==> src/rtl/inv_sub_bytes_seq.sv <==
`default_nettype none
// ============================================================================
//  Module   : inv_sub_bytes_seq  (plus leaf inv_s_box)
//  Purpose  : Iterative AES InvSubBytes stage for the decrypt datapath.
//             A 128-bit state is accepted over a valid/ready handshake,
//             substituted BYTES_PER_CYCLE bytes per clock and returned over
//             a second valid/ready handshake.
//  Ports    : clk, rst_n (async, active low)
//             in_valid / in_ready / in_state[127:0]    input handshake
//             out_valid / out_ready / out_state[127:0] output handshake
//             busy                                     high in RUN or HOLD
//  Byte i of a state lives at state[127-8i -: 8] (FIPS-197 order).
//  Config   : `define INV_SB_SHIFTROWS_EN to apply InvShiftRows at capture,
//             turning the block into the full InvShiftRows+InvSubBytes pair.
//  Revision : 1.0  initial release
// ============================================================================

// ----------------------------------------------------------------------------
//  inv_s_box: AES inverse S-box, computed as inverse affine transform followed
//  by the multiplicative inverse in GF(2^8) (x^254, with 0 mapping to 0).
//  Ports: byte_i[7:0] in, byte_o[7:0] out (pure combinational).
// ----------------------------------------------------------------------------
module inv_s_box (
  input  logic [7:0] byte_i,
  output logic [7:0] byte_o
);

  function automatic logic [7:0] gf_mul(input logic [7:0] a, input logic [7:0] b);
    logic [7:0] acc;
    logic [7:0] aa;
    logic [7:0] bb;
    acc = 8'h00;
    aa  = a;
    bb  = b;
    for (int i = 0; i < 8; i++) begin
      if (bb[0]) acc = acc ^ aa;
      // xtime: multiply by x modulo x^8+x^4+x^3+x+1
      aa = {aa[6:0], 1'b0} ^ (aa[7] ? 8'h1b : 8'h00);
      bb = {1'b0, bb[7:1]};
    end
    return acc;
  endfunction

  logic [7:0] w_affine;
  logic [7:0] w_pow;
  logic [7:0] w_prod;

  // Inverse affine: rotl1 ^ rotl3 ^ rotl6 ^ 0x05
  assign w_affine = {byte_i[6:0], byte_i[7]} ^ {byte_i[4:0], byte_i[7:5]} ^
                    {byte_i[1:0], byte_i[7:2]} ^ 8'h05;

  // x^254 = x^2 * x^4 * ... * x^128 via repeated squaring
  always_comb begin
    w_pow  = w_affine;
    w_prod = 8'h01;
    for (int i = 0; i < 7; i++) begin
      w_pow  = gf_mul(w_pow, w_pow);
      w_prod = gf_mul(w_prod, w_pow);
    end
  end

  assign byte_o = w_prod;

endmodule

// ----------------------------------------------------------------------------
//  inv_sub_bytes_seq: IDLE -> RUN (16/BPC cycles) -> HOLD -> IDLE.
//  out_valid rises exactly 16/BPC edges after the input transfer edge.
// ----------------------------------------------------------------------------
module inv_sub_bytes_seq #(
  parameter int BYTES_PER_CYCLE = 4
) (
  input  logic         clk,
  input  logic         rst_n,
  input  logic         in_valid,
  output logic         in_ready,
  input  logic [127:0] in_state,
  output logic         out_valid,
  input  logic         out_ready,
  output logic [127:0] out_state,
  output logic         busy
);

  localparam int NCHUNK  = 16 / BYTES_PER_CYCLE;
  localparam int CNT_W   = (NCHUNK > 1) ? $clog2(NCHUNK) : 1;
  localparam int CHUNK_W = 8 * BYTES_PER_CYCLE;
  localparam logic [CNT_W-1:0] LAST_CNT = CNT_W'(NCHUNK - 1);

  generate
    if (!(BYTES_PER_CYCLE == 1 || BYTES_PER_CYCLE == 2 || BYTES_PER_CYCLE == 4 ||
          BYTES_PER_CYCLE == 8 || BYTES_PER_CYCLE == 16)) begin : g_bad_bpc
      $error("inv_sub_bytes_seq: BYTES_PER_CYCLE must be 1, 2, 4, 8 or 16");
    end
  endgenerate

  typedef enum logic [1:0] {
    S_IDLE = 2'd0,
    S_RUN  = 2'd1,
    S_HOLD = 2'd2
  } state_e;

  state_e             state_q, state_d;
  logic [127:0]       work_q, work_d;
  logic [CNT_W-1:0]   cnt_q, cnt_d;
  logic               out_valid_q, out_valid_d;

  logic [127:0]       w_capture;
  logic [CHUNK_W-1:0] w_chunk;
  logic [CHUNK_W-1:0] w_sub;

  // Capture path: straight copy, or InvShiftRows with byte i = r + 4c,
  // work[r][c] = in[r][(c-r) mod 4].
`ifdef INV_SB_SHIFTROWS_EN
  always_comb begin
    w_capture = '0;
    for (int r = 0; r < 4; r++) begin
      for (int c = 0; c < 4; c++) begin
        w_capture[127-8*(r+4*c) -: 8] = in_state[127-8*(r+4*((c-r+4)%4)) -: 8];
      end
    end
  end
`else
  assign w_capture = in_state;
`endif

  // Select the chunk addressed by the counter (chunk 0 = bytes 0..BPC-1)
  always_comb begin
    w_chunk = '0;
    for (int c = 0; c < NCHUNK; c++) begin
      if (cnt_q == CNT_W'(c)) w_chunk = work_q[127-c*CHUNK_W -: CHUNK_W];
    end
  end

  generate
    for (genvar k = 0; k < BYTES_PER_CYCLE; k++) begin : g_sbox
      inv_s_box u_inv_s_box (
        .byte_i(w_chunk[CHUNK_W-1-8*k -: 8]),
        .byte_o(w_sub[CHUNK_W-1-8*k -: 8])
      );
    end
  endgenerate

  always_ff @(posedge clk or negedge rst_n) begin
    if (!rst_n) begin
      state_q     <= S_IDLE;
      work_q      <= '0;
      cnt_q       <= '0;
      out_valid_q <= 1'b0;
    end else begin
      state_q     <= state_d;
      work_q      <= work_d;
      cnt_q       <= cnt_d;
      out_valid_q <= out_valid_d;
    end
  end

  always_comb begin
    state_d     = state_q;
    work_d      = work_q;
    cnt_d       = cnt_q;
    out_valid_d = out_valid_q;
    case (state_q)
      S_IDLE: begin
        if (in_valid) begin
          work_d  = w_capture;
          cnt_d   = '0;
          state_d = S_RUN;
        end
      end
      S_RUN: begin
        for (int c = 0; c < NCHUNK; c++) begin
          if (cnt_q == CNT_W'(c)) work_d[127-c*CHUNK_W -: CHUNK_W] = w_sub;
        end
        if (cnt_q == LAST_CNT) begin
          cnt_d       = '0;
          state_d     = S_HOLD;
          out_valid_d = 1'b1;
        end else begin
          cnt_d = cnt_q + CNT_W'(1);
        end
      end
      S_HOLD: begin
        // Result frozen until accepted; no new input while holding.
        if (out_ready) begin
          state_d     = S_IDLE;
          out_valid_d = 1'b0;
        end
      end
      default: begin
        state_d     = S_IDLE;
        out_valid_d = 1'b0;
      end
    endcase
  end

  assign in_ready  = (state_q == S_IDLE);
  assign busy      = (state_q != S_IDLE);
  assign out_valid = out_valid_q;
  assign out_state = work_q;

endmodule

`default_nettype wire

==> config.mk <==
export PLATFORM = sky130hd
export DESIGN_NAME = inv_sub_bytes_seq
export DESIGN_NICKNAME = d
export VERILOG_FILES = /design/src/rtl/inv_sub_bytes_seq.sv
export SDC_FILE = /design/constraint.sdc
export NUM_CORES = 2
export LEC_CHECK = 0
export CORE_ASPECT_RATIO = 1.2
export CORE_MARGIN = 2
export CORE_UTILIZATION = 60
export CTS_BUF_LIST = sky130_fd_sc_hd__clkbuf_2 sky130_fd_sc_hd__clkbuf_4 sky130_fd_sc_hd__clkbuf_8
export DETAILED_ROUTE_END_ITERATION = 12
export DONT_BUFFER_PORTS = 1
export PLACE_DENSITY_LB_ADDON = 0.12
export SETUP_SLACK_MARGIN = 0.4
export SKIP_CTS_REPAIR_TIMING = 1
export SLEW_MARGIN = 20
export SYNTH_ARGS = -nofsm -noshare
export SYNTH_HDL_FRONTEND = slang
export SYNTH_SLANG_ARGS = --single-unit
==> constraint.sdc <==
create_clock -name clk -period 35.1 [get_ports clk]
set_input_delay 8.775 -clock clk [delete_from_list [all_inputs] [get_ports clk]]
set_output_delay 8.775 -clock clk [all_outputs]
set_load 0.005 [all_outputs]
==> flow_summary.ini <==
[logic_synthesis]
synth_seq_cells = 133
synth_nets = 9876
synthCells = 9712
synth.distinct_cells = 138
ys_seq_area_share_pct = 4.76
yosysMostFrequentCell = xnor2_1
synth_edf_count = 0
synth_top_area_share_pct = 19.6
synth_ff_type = dfrtp_1
synth.top_cells.by_count = 1562 x xnor2_1, 1291 x nor2_1, 1054 x nand2_1
syn_area_per_cell_um2 = 7.20
synth_area_leaders = xnor2_1 20%, xnor3_1 8.4%, nor2_1 6.9%
ys_warn_count = 0
async_reset_ff_share_pct = 100
synth_top_cell_by_area = xnor2_1
synth_area_mm2 = 0.0700

[grt]
grtUsageTotal_pct = 41.5
grt_max_degree = 134
grt_overflow = 0
grt_pass1_vias = 67372
grt_pass1_wl_um = 397000
antenna_found_initial = 22

[final_layout]
drive_above_1_share_pct = 9.04
fin_util_pct = 62.1
nNetsFinal = 9525
area_delta_synth_final_pct = 2.97
fillers = 10845

[route]
drt-pass1-iter-count = 7
drt.antenna.violating_nets = 0
routed_via_density = 6.72
wl_per_cell_um = 23.5
drt_iter0_markers = 9289
wl_um = 257000
drc = 0
vias = 73429

[placed_design]
gp_congestion = 1.04
dp_hpwl_um = 190000
portBuffers = 0

[timing]
min_period_over_period_pct = 66.7
hold_viol = 0
worst_slew_pin_slew_ps = 1210
fmax_mhz = 42.7
drv_slew = 0
finalSetupViolCount = 0
tns_ps = 0
slew_headroom_pct = 18.6
rsz0062_at_grt = no
fin_worst_skew_ps = 35.6
period_minus_slack_ps = 23400
holdWs_ps = 589

[outcome]
status = finished clean

[floorplanning]
coreArea_mm2 = 0.116
start_util_pct = 60.3
rows = 137
io_pins = 263
fp.dieW_um = 316
die_h_um = 378
fp.dieArea_mm2 = 0.119

[clock_tree]
cts.sinks = 133
clock_latency_ps = 620
cts-htree-levels = 4
clkSlewWorstSetupHoldPaths_ps = 110
tritoncts = yes
max-clock-path-buffers = 2
clockRootBuffer = clkbuf_8
cts-buffers-inserted = 17

[hold_path]
hold_path.class = flop to flop
holdCritStartpoint = out_state[94]$_DFFE_PN0P_

[worst_setup_path]
max_stage_delay_ps = 940
cp_data_required_time_ps = 35590
critPathKind = flop to flop
crit_slowest_cell = xnor2_1
worstPathMaxFanout = 23
reg2reg_from = cnt_q[1]$_DFFE_PN0P_
cp-end-kind = flop
critPathArrivalTime_ps = 23890
crit_top_cell = xnor2_1
cp-start-kind = flop
timing.critical_path.from = cnt_q[1]$_DFFE_PN0P_

[flow_run]
maxCapViolations = 0
stage by stage:
stage          cell area, µm²  setup WS, ps  std cells
6_report                72000         11700      10921
5_1_grt                 72000         10330      10914
4_1_cts                 72000         12570      10902
3_5_place_dp            71600         12670      10871
3_3_place_gp            71600         12760      10871
2_1_floorplan           70000         17630       9712
worst max-delay path, delay by kind of cell, from the launching register on:
family | cells | cell delay (ps)
AO/OA/AOI/OAI | 21 | 6070
XOR/XNOR | 16 | 5910
AND/OR/NAND/NOR | 12 | 4710
buffers and inverters | 10 | 2680
adder cells (fa/ha/maj) | 5 | 2550
multiplexers | 4 | 810
flip-flops | 1 | 450
layer usage:
layer  GRT usage [%]  up-vias  wire length [µm]
li1                -    33788                 -
met1            54.3    34661            101000
met2            64.0     4232            112000
met3            11.2      736             32100
met4            17.7       12             11700
met5               0        -               143
path summary, 6_finish.rpt:
path / depth (start not counted) / slack, ps / to
worst max-delay path: 68 / 11700 / out_state[90]$_DFFE_PN0P_
worst max register to register: 68 / 11700 / out_state[90]$_DFFE_PN0P_
min in group asynchronous: 0 / 7850 / cnt_q[1]$_DFFE_PN0P_
worst min register to register: 2 / 590 / out_state[94]$_DFFE_PN0P_
worst min-delay path: 2 / 590 / out_state[94]$_DFFE_PN0P_
max in group asynchronous: 0 / 26800 / out_state[113]$_DFFE_PN0P_
cell usage in the layout (no fill, tap or decap), types with 142 or more instances in the layout:
cell type	count
o21ai_0	428
xor2_1	359
xnor2_2	160
buf_4	295
nand2_1	1054
xnor2_1	1510
mux2i_1	206
a211oi_1	154
nor2_1	1290
nand3_1	304
xnor3_1	260
nor3_1	299
o211ai_1	142
a21oi_1	589
o21ai_1	165
cell families after synthesis:
| group | Yosys count | synth area share (%) |
|---|---|---|
| DFF | 133 | 4.76 |
| adders and majority gates | 38 | 0.658 |
| and+or+nand+nor | 3577 | 22.9 |
| muxes | 269 | 4.03 |
| AOI/OAI and AO/OA | 2509 | 23.8 |
| buffers and inverters | 768 | 4.87 |
| xor gates and xnor gates | 2418 | 38.9 |
sequential cells by signal, summed over array words and instances (netlist names):
register	count
state_q	2
out_valid	1
cnt_q	2
out_state	128
layout make-up:
| cell class | instances | area [µm²] | area share (%) |
|---|---|---|---|
| Sequential cell | 133 | 3330 | 4.62 |
| Multi-Input combinational cell | 8811 | 63800 | 88.5 |
| Tap cell | 1529 | 1910 | 2.66 |
| Antenna cell | 19 | 47.5 | 0.0660 |
| Clock buffer | 18 | 248 | 0.344 |
| Timing Repair Buffer | 295 | 2210 | 3.07 |
| Clock inverter | 13 | 146 | 0.203 |
| Inverter | 103 | 387 | 0.537 |
Power is left out: the tool's default activity adds up to more than one toggle a clock period on the data nets, which glitch-free logic cannot reach.
